**config.mk**
```make
export PLATFORM = sky130hd
export DESIGN_NAME = ps2_host_tx
export DESIGN_NICKNAME = d
export VERILOG_FILES = /design/src/rtl/ps2_host_tx.sv
export SDC_FILE = /design/constraint.sdc
export NUM_CORES = 1
export LEC_CHECK = 0
export CAP_MARGIN = 0
export CORE_MARGIN = 2
export CORE_UTILIZATION = 40
export DETAILED_ROUTE_END_ITERATION = 6
export PLACE_DENSITY = 0.6
export SLEW_MARGIN = 20
export SYNTH_ARGS = -nofsm -noshare
export SYNTH_HDL_FRONTEND = slang
export SYNTH_SLANG_ARGS = --single-unit
```
**constraint.sdc**
```tcl
create_clock -name clk -period 3.1 [get_ports clk]
set_clock_uncertainty 0.15 [all_clocks]
set_input_delay 0.775 -clock clk [delete_from_list [all_inputs] [get_ports clk]]
set_output_delay 0.775 -clock clk [all_outputs]
set_load 0.005 [all_outputs]
```
**src/rtl/ps2_host_tx.sv**
```systemverilog
// ---------------------------------------------------------------------------
// ps2_host_tx : host-to-device PS/2 command transmitter
//
// Sends one command byte to a PS/2 device as an 11-bit frame:
// start(0), data[0..7] LSB first, odd parity, stop(1).
// The host requests to send by inhibiting the clock, then asserting the
// start bit and releasing the clock. After that, the device generates the
// bit clock and the host changes data after each falling edge.
// The host then samples the device ACK on the 11th falling edge.
//
// Ports:
//   clk          system clock
//   reset        asynchronous, active-low reset
//   send_valid   request to send send_data
//   send_data    command byte
//   send_ready   high when a request can be accepted (IDLE, not in done cycle)
//   ps2_clk_in   raw PS/2 clock line (asynchronous)
//   ps2_data_in  raw PS/2 data line (asynchronous)
//   ps2_clk_oe   1 = pull PS/2 clock low, 0 = release
//   ps2_data_oe  1 = pull PS/2 data low, 0 = release
//   busy         high in any state other than IDLE
//   done         one-cycle pulse at the end of every transfer
//   ack_ok       device ACK seen (valid from done until next accept)
//   err_timeout  transfer aborted by timeout (valid from done until next accept)
//
// Optional feature macro: PS2_TX_RETRY_EN
//   When defined, a NACK or timeout restarts the transfer once from INHIBIT
//   with the latched byte; only the final attempt is reported.
// ---------------------------------------------------------------------------
module ps2_host_tx #(
    parameter int INHIBIT_CYCLES = 5000,
    parameter int TIMEOUT_CYCLES = 1000000
) (
    input  logic       clk,
    input  logic       reset,
    input  logic       send_valid,
    input  logic [7:0] send_data,
    output logic       send_ready,
    input  logic       ps2_clk_in,
    input  logic       ps2_data_in,
    output logic       ps2_clk_oe,
    output logic       ps2_data_oe,
    output logic       busy,
    output logic       done,
    output logic       ack_ok,
    output logic       err_timeout
);

    localparam int CNT_MAX = (INHIBIT_CYCLES > TIMEOUT_CYCLES) ? INHIBIT_CYCLES : TIMEOUT_CYCLES;
    localparam int CNT_W   = $clog2(CNT_MAX + 1);
    localparam logic [CNT_W-1:0] INH_LAST = CNT_W'(INHIBIT_CYCLES - 1);
    localparam logic [CNT_W-1:0] TMO_LAST = CNT_W'(TIMEOUT_CYCLES - 1);

    typedef enum logic [2:0] {
        S_IDLE,
        S_INHIBIT,
        S_START,
        S_SHIFT,
        S_WAIT_ACK,
        S_WAIT_IDLE
    } state_t;

    state_t           state_q, state_d;
    logic [CNT_W-1:0] cnt_q, cnt_d;
    logic [3:0]       bit_cnt_q, bit_cnt_d;
    logic [9:0]       shift_q, shift_d;
    logic             data_drv_q, data_drv_d;
    logic             done_q, done_d;
    logic             ack_q, ack_d;
    logic             tmo_q, tmo_d;

`ifdef PS2_TX_RETRY_EN
    logic             retry_q, retry_d;
    logic [7:0]       byte_q, byte_d;
`endif

    // Line synchronizers; preset high so reset looks like idle lines.
    logic clk_s1_q, clk_s2_q, clk_s3_q;
    logic data_s1_q, data_s2_q;
    logic fall;

    always_ff @(posedge clk or negedge reset) begin
        if (!reset) begin
            clk_s1_q  <= 1'b1;
            clk_s2_q  <= 1'b1;
            clk_s3_q  <= 1'b1;
            data_s1_q <= 1'b1;
            data_s2_q <= 1'b1;
        end else begin
            clk_s1_q  <= ps2_clk_in;
            clk_s2_q  <= clk_s1_q;
            clk_s3_q  <= clk_s2_q;
            data_s1_q <= ps2_data_in;
            data_s2_q <= data_s1_q;
        end
    end

    assign fall = clk_s3_q & ~clk_s2_q;

    // Line drivers decode directly from state so an asynchronous reset
    // releases both lines immediately.
    assign ps2_clk_oe  = (state_q == S_INHIBIT) || (state_q == S_START);
    assign ps2_data_oe = (state_q == S_START) || ((state_q == S_SHIFT) && data_drv_q);
    assign busy        = (state_q != S_IDLE);
    // done is registered, so the pulse lands in the first IDLE cycle; keep
    // ready low there so a new accept never coincides with done.
    assign send_ready  = (state_q == S_IDLE) && !done_q;
    assign done        = done_q;
    assign ack_ok      = ack_q;
    assign err_timeout = tmo_q;

    always_comb begin
        state_d    = state_q;
        cnt_d      = cnt_q;
        bit_cnt_d  = bit_cnt_q;
        shift_d    = shift_q;
        data_drv_d = data_drv_q;
        done_d     = 1'b0;
        ack_d      = ack_q;
        tmo_d      = tmo_q;
`ifdef PS2_TX_RETRY_EN
        retry_d    = retry_q;
        byte_d     = byte_q;
`endif

        case (state_q)
            S_IDLE: begin
                if (send_valid && send_ready) begin
                    state_d   = S_INHIBIT;
                    cnt_d     = '0;
                    shift_d   = {1'b1, ~^send_data, send_data};
                    bit_cnt_d = 4'd0;
                    ack_d     = 1'b0;
                    tmo_d     = 1'b0;
`ifdef PS2_TX_RETRY_EN
                    retry_d   = 1'b0;
                    byte_d    = send_data;
`endif
                end
            end

            S_INHIBIT: begin
                if (cnt_q == INH_LAST) begin
                    state_d = S_START;
                    cnt_d   = '0;
                end else begin
                    cnt_d = cnt_q + CNT_W'(1);
                end
            end

            default: begin
                // START..WAIT_IDLE share the timeout counter; a falling
                // edge restarts it and takes priority over expiry.
                cnt_d = fall ? '0 : cnt_q + CNT_W'(1);

                if (!fall && (cnt_q == TMO_LAST)) begin
`ifdef PS2_TX_RETRY_EN
                    if (!retry_q) begin
                        state_d   = S_INHIBIT;
                        cnt_d     = '0;
                        shift_d   = {1'b1, ~^byte_q, byte_q};
                        bit_cnt_d = 4'd0;
                        ack_d     = 1'b0;
                        tmo_d     = 1'b0;
                        retry_d   = 1'b1;
                    end else
`endif
                    begin
                        state_d = S_IDLE;
                        tmo_d   = 1'b1;
                        ack_d   = 1'b0;
                        done_d  = 1'b1;
                    end
                end else begin
                    case (state_q)
                        S_START: begin
                            state_d    = S_SHIFT;
                            data_drv_d = 1'b1;
                        end

                        S_SHIFT: begin
                            if (fall) begin
                                data_drv_d = ~shift_q[0];
                                shift_d    = {1'b1, shift_q[9:1]};
                                bit_cnt_d  = bit_cnt_q + 4'd1;
                                // 10th edge presents the stop bit.
                                if (bit_cnt_q == 4'd9) begin
                                    state_d = S_WAIT_ACK;
                                end
                            end
                        end

                        S_WAIT_ACK: begin
                            if (fall) begin
                                ack_d   = ~data_s2_q;
                                state_d = S_WAIT_IDLE;
                            end
                        end

                        S_WAIT_IDLE: begin
                            if (clk_s2_q && data_s2_q) begin
`ifdef PS2_TX_RETRY_EN
                                if (!ack_q && !retry_q) begin
                                    state_d   = S_INHIBIT;
                                    cnt_d     = '0;
                                    shift_d   = {1'b1, ~^byte_q, byte_q};
                                    bit_cnt_d = 4'd0;
                                    ack_d     = 1'b0;
                                    tmo_d     = 1'b0;
                                    retry_d   = 1'b1;
                                end else
`endif
                                begin
                                    state_d = S_IDLE;
                                    done_d  = 1'b1;
                                end
                            end
                        end

                        default: begin
                            state_d = S_IDLE;
                        end
                    endcase
                end
            end
        endcase
    end

    always_ff @(posedge clk or negedge reset) begin
        if (!reset) begin
            state_q    <= S_IDLE;
            cnt_q      <= '0;
            bit_cnt_q  <= 4'd0;
            shift_q    <= '0;
            data_drv_q <= 1'b0;
            done_q     <= 1'b0;
            ack_q      <= 1'b0;
            tmo_q      <= 1'b0;
        end else begin
            state_q    <= state_d;
            cnt_q      <= cnt_d;
            bit_cnt_q  <= bit_cnt_d;
            shift_q    <= shift_d;
            data_drv_q <= data_drv_d;
            done_q     <= done_d;
            ack_q      <= ack_d;
            tmo_q      <= tmo_d;
        end
    end

`ifdef PS2_TX_RETRY_EN
    always_ff @(posedge clk or negedge reset) begin
        if (!reset) begin
            retry_q <= 1'b0;
            byte_q  <= 8'h00;
        end else begin
            retry_q <= retry_d;
            byte_q  <= byte_d;
        end
    end
`endif

endmodule

```
==> qor.csv <==
stage,metric,value,unit
synthesis,synthArstFlopShare,100,%
setup_path,crit_fanout,12,
layout,final_nets,294,
clock_network,cts_tree,built,
clock_network,root_buffer,clkbuf_8,
global_routing,grt_pass1_vias,1733,
global_routing,met3_usage,2.67,%
route,drcViolationCount,0,
layout,stdcell_count,354,
clock_network,cts-hold-fix-buffers,0,
pwr,vdd_drop_max,0.000228,V
synthesis,yosysTopAreaCell,dfrtp_1,
floorplanning,io_pins,20,
synthesis,ys_warn_count,0,
floorplanning,core,5850,um2
setup_path,path_class,reg -> out,
pwr,clockPowerShare,25.8,%
sta,maxSlewHeadroom,60.6,%
route,dr.first_iter.drc_count,135,
layout,drive_gt1_share,13.6,%
placed_design,dpl.hpwl,3460,um
global_routing,groute.usage.overall,16.4,%
route,avgRoutedWirePerCell,13.6,um
clock_network,clk_latency,0.29,ns
route,antenna_left,0,
global_routing,overflow,0,
placed_design,place_inst,346,
route,routed_wl,4820,um
sta,fmax,354,MHz
synthesis,yosysTopAreaCellShare,42.9,%
min_path,hold_class,reg -> reg,
placed_design,io_buffers,19,
global_routing,grt_max_degree,26,
route,avgViaCountPerCell,5.19,
global_routing,met2_usage,24.1,%
synthesis,synth_fp_nets,269,
pwr,p_switching,0.000438,W
pwr,internal_power,0.00102,W
clock_network,cts_made_buffers,5,
min_path,holdCritStartpoint,clk_s1_q,
placed_design,globalplace.congestion,0.795,
global_routing,antenna_found_initial,0,
outcome,outcome,"finished, final reports clean",
pwr,p_leak,1.16,nW
pwr,p_sw_share,30.0,%
sta,finalCritPeriodShare,91.0,%
clock_network,htree_num_levels,2,
setup_path,cp.required,2.17,ns
sta,period_minus_slack,2.82,ns
sta,rsz0062_at_grt,no,
sta,hold_violations,0,
clock_network,clock-sinks,46,
clock_network,post_cts_resized,0,
synthesis,synth_area_leaders,"dfrtp_1 43%, xnor2_1 5.9%, nand2_1 5.8%",
layout,antenna_cells,0,
synthesis,synth_cells,253,
setup_path,arrival,1.90,ns
pwr,combPwrFrac,19.9,%
pwr,seqPwrFrac,54.3,%
global_routing,use_met1,24.8,%
synthesis,synth_cell_types,40,
global_routing,busiest_layer,met1,
setup_path,end_kind,output pin,
floorplanning,die_w,81.4,um
pwr,powerDensity,524,nW/um2
sta,setup_tns,0,ns
floorplanning,die_h,81.4,um
setup_path,startpoint,state_q[1],
synthesis,syn-cell-area,2390,um2
synthesis,synth_edf_count,0,
flow_run,drv_cap,0,
synthesis,synth_seq_cells,46,
floorplanning,rows,28,
global_routing,grt_pass1_wl,8380,um
floorplanning,initial_core_util,40.9,%
layout,final_util,47.6,%
sta,setup_viol,0,
clock_network,cts_buffer_depth,2,
floorplanning,dieArea,6620,um2
synthesis,avgSynthCellArea,9.46,um2
setup_path,rr_startpoint,cnt_q[6],
route,vias,1838,
sta,tightest_slew,0.590,ns
clock_network,clkSlewWorstSetupHoldPaths,0.08,ns
clock_network,cts_setup_buffers,0,
setup_path,crit_path_start_kind,register,
layout,area_growth,16.5,%
route,first_pass_iters,4,
sta,slew_viol_final,0,
synthesis,synth_ff_type,dfrtp_1,
synthesis,synth-seq-area-share,48.4,%
[layout make-up]
| class | instances | area (um2) |
|---|---|---|
| Clock buffer | 7 | 86.3 |
| Clock inverter | 1 | 5.00 |
| Fill cell | 581 | 3060 |
| Inverter | 5 | 18.8 |
| Multi-Input combinational cell | 194 | 1180 |
| Sequential cell | 46 | 1160 |
| Tap cell | 75 | 93.8 |
| Timing Repair Buffer | 26 | 250 |
[per-layer routing]
metal	wire length (um)	up-vias
li1	-	918
met5	0	-
met2	2160	24
met1	2490	891
met3	102	5
met4	64	0
[kinds of logic after synthesis]
logic type | after synthesis | share of synthesized area [%]
xor gates and xnor gates | 27 | 9.88
muxes | 1 | 0.418
adders and majority gates | 3 | 1.57
and+or+nand+nor | 129 | 28.6
AOI/OAI and AO/OA | 34 | 8.68
buffers and inverters | 13 | 2.51
DFF | 46 | 48.4
[sequential cells by signal, indices dropped and copies added, names as in the netlist]
register     count
data_drv_q       1
done             1
clk_s2_q         1
shift_q         10
err_timeout      1
cnt_q           20
clk_s3_q         1
data_s1_q        1
clk_s1_q         1
bit_cnt_q        4
state_q          3
data_s2_q        1
ack_ok           1
[synthesized netlist by cell type (all sizes together), types with 2 or more instances]
cell type	instances
a211oi	2
a21oi	9
a31oi	12
and2b	2
and3	6
clkbuf	7
dfrtp	41
dfstp	5
ha	3
inv	5
nand2	37
nand2b	4
nand3	9
nand4	7
nor2	39
nor2b	5
nor3	8
nor4	3
o21ai	6
o22ai	2
or3	2
or4	2
xnor2	16
xor2	11
[power groups by stage]
stage          logic [W]  registers (W)  clock network, W
3_5_place_dp    0.000295       0.000801                 0
2_1_floorplan   0.000214       0.000781                 0
4_1_cts         0.000295       0.000790          0.000390
6_report        0.000291       0.000792          0.000377
5_1_grt         0.000335       0.000809          0.000415
3_3_place_gp    0.000289       0.000800                 0
[stage by stage]
step | hold WS [ns] | instance area, um2 | worst slack [ns] | power, W
5_1_grt | 0.213 | 2790 | 0.202 | 0.00156
6_report | 0.208 | 2790 | 0.279 | 0.00146
2_1_floorplan | 0.195 | 2390 | 0.807 | 0.000995
3_5_place_dp | 0.197 | 2700 | 0.582 | 0.00110
3_3_place_gp | 0.197 | 2700 | 0.614 | 0.00109
4_1_cts | 0.209 | 2790 | 0.271 | 0.00148
[worst max-delay path, stage by stage (launching register included)]
cell	delay, ns
dfrtp_1	0.50
nor3_1	0.35
inv_1	0.10
buf_4	0.19
clkdlybuf4s50_1	0.45
[cells in the final DEF, fill, tap and decap left out, types with 5 or more instances in the layout]
master / netlist / routed
dfrtp_1: 41 / 41
nand2_1: 37 / 37
nor2_1: 28 / 28
clkdlybuf4s50_1: 0 / 18
xnor2_1: 16 / 16
nor2_2: 11 / 11
xor2_1: 11 / 11
a31oi_1: 11 / 11
a21oi_1: 9 / 9
nand3_1: 9 / 9
nor3_1: 7 / 7
nand4_1: 7 / 7
o21ai_0: 6 / 6
clkbuf_8: 0 / 6
buf_4: 0 / 6
inv_1: 5 / 5
nor2b_1: 5 / 5
dfstp_2: 5 / 5
[worst paths after layout]
kind / slack (ns) / endpoint / cells after the start
max reg2reg: 0.77 / cnt_q[7] / 6
min: 0.21 / clk_s2_q / 0
max in group asynchronous: 1.87 / clk_s3_q / 2
min reg2reg: 0.21 / clk_s2_q / 0
max: 0.28 / busy / 4
min in group asynchronous: 0.33 / shift_q[5] / 1
No activity file was read; power rests on OpenSTA's default activity.
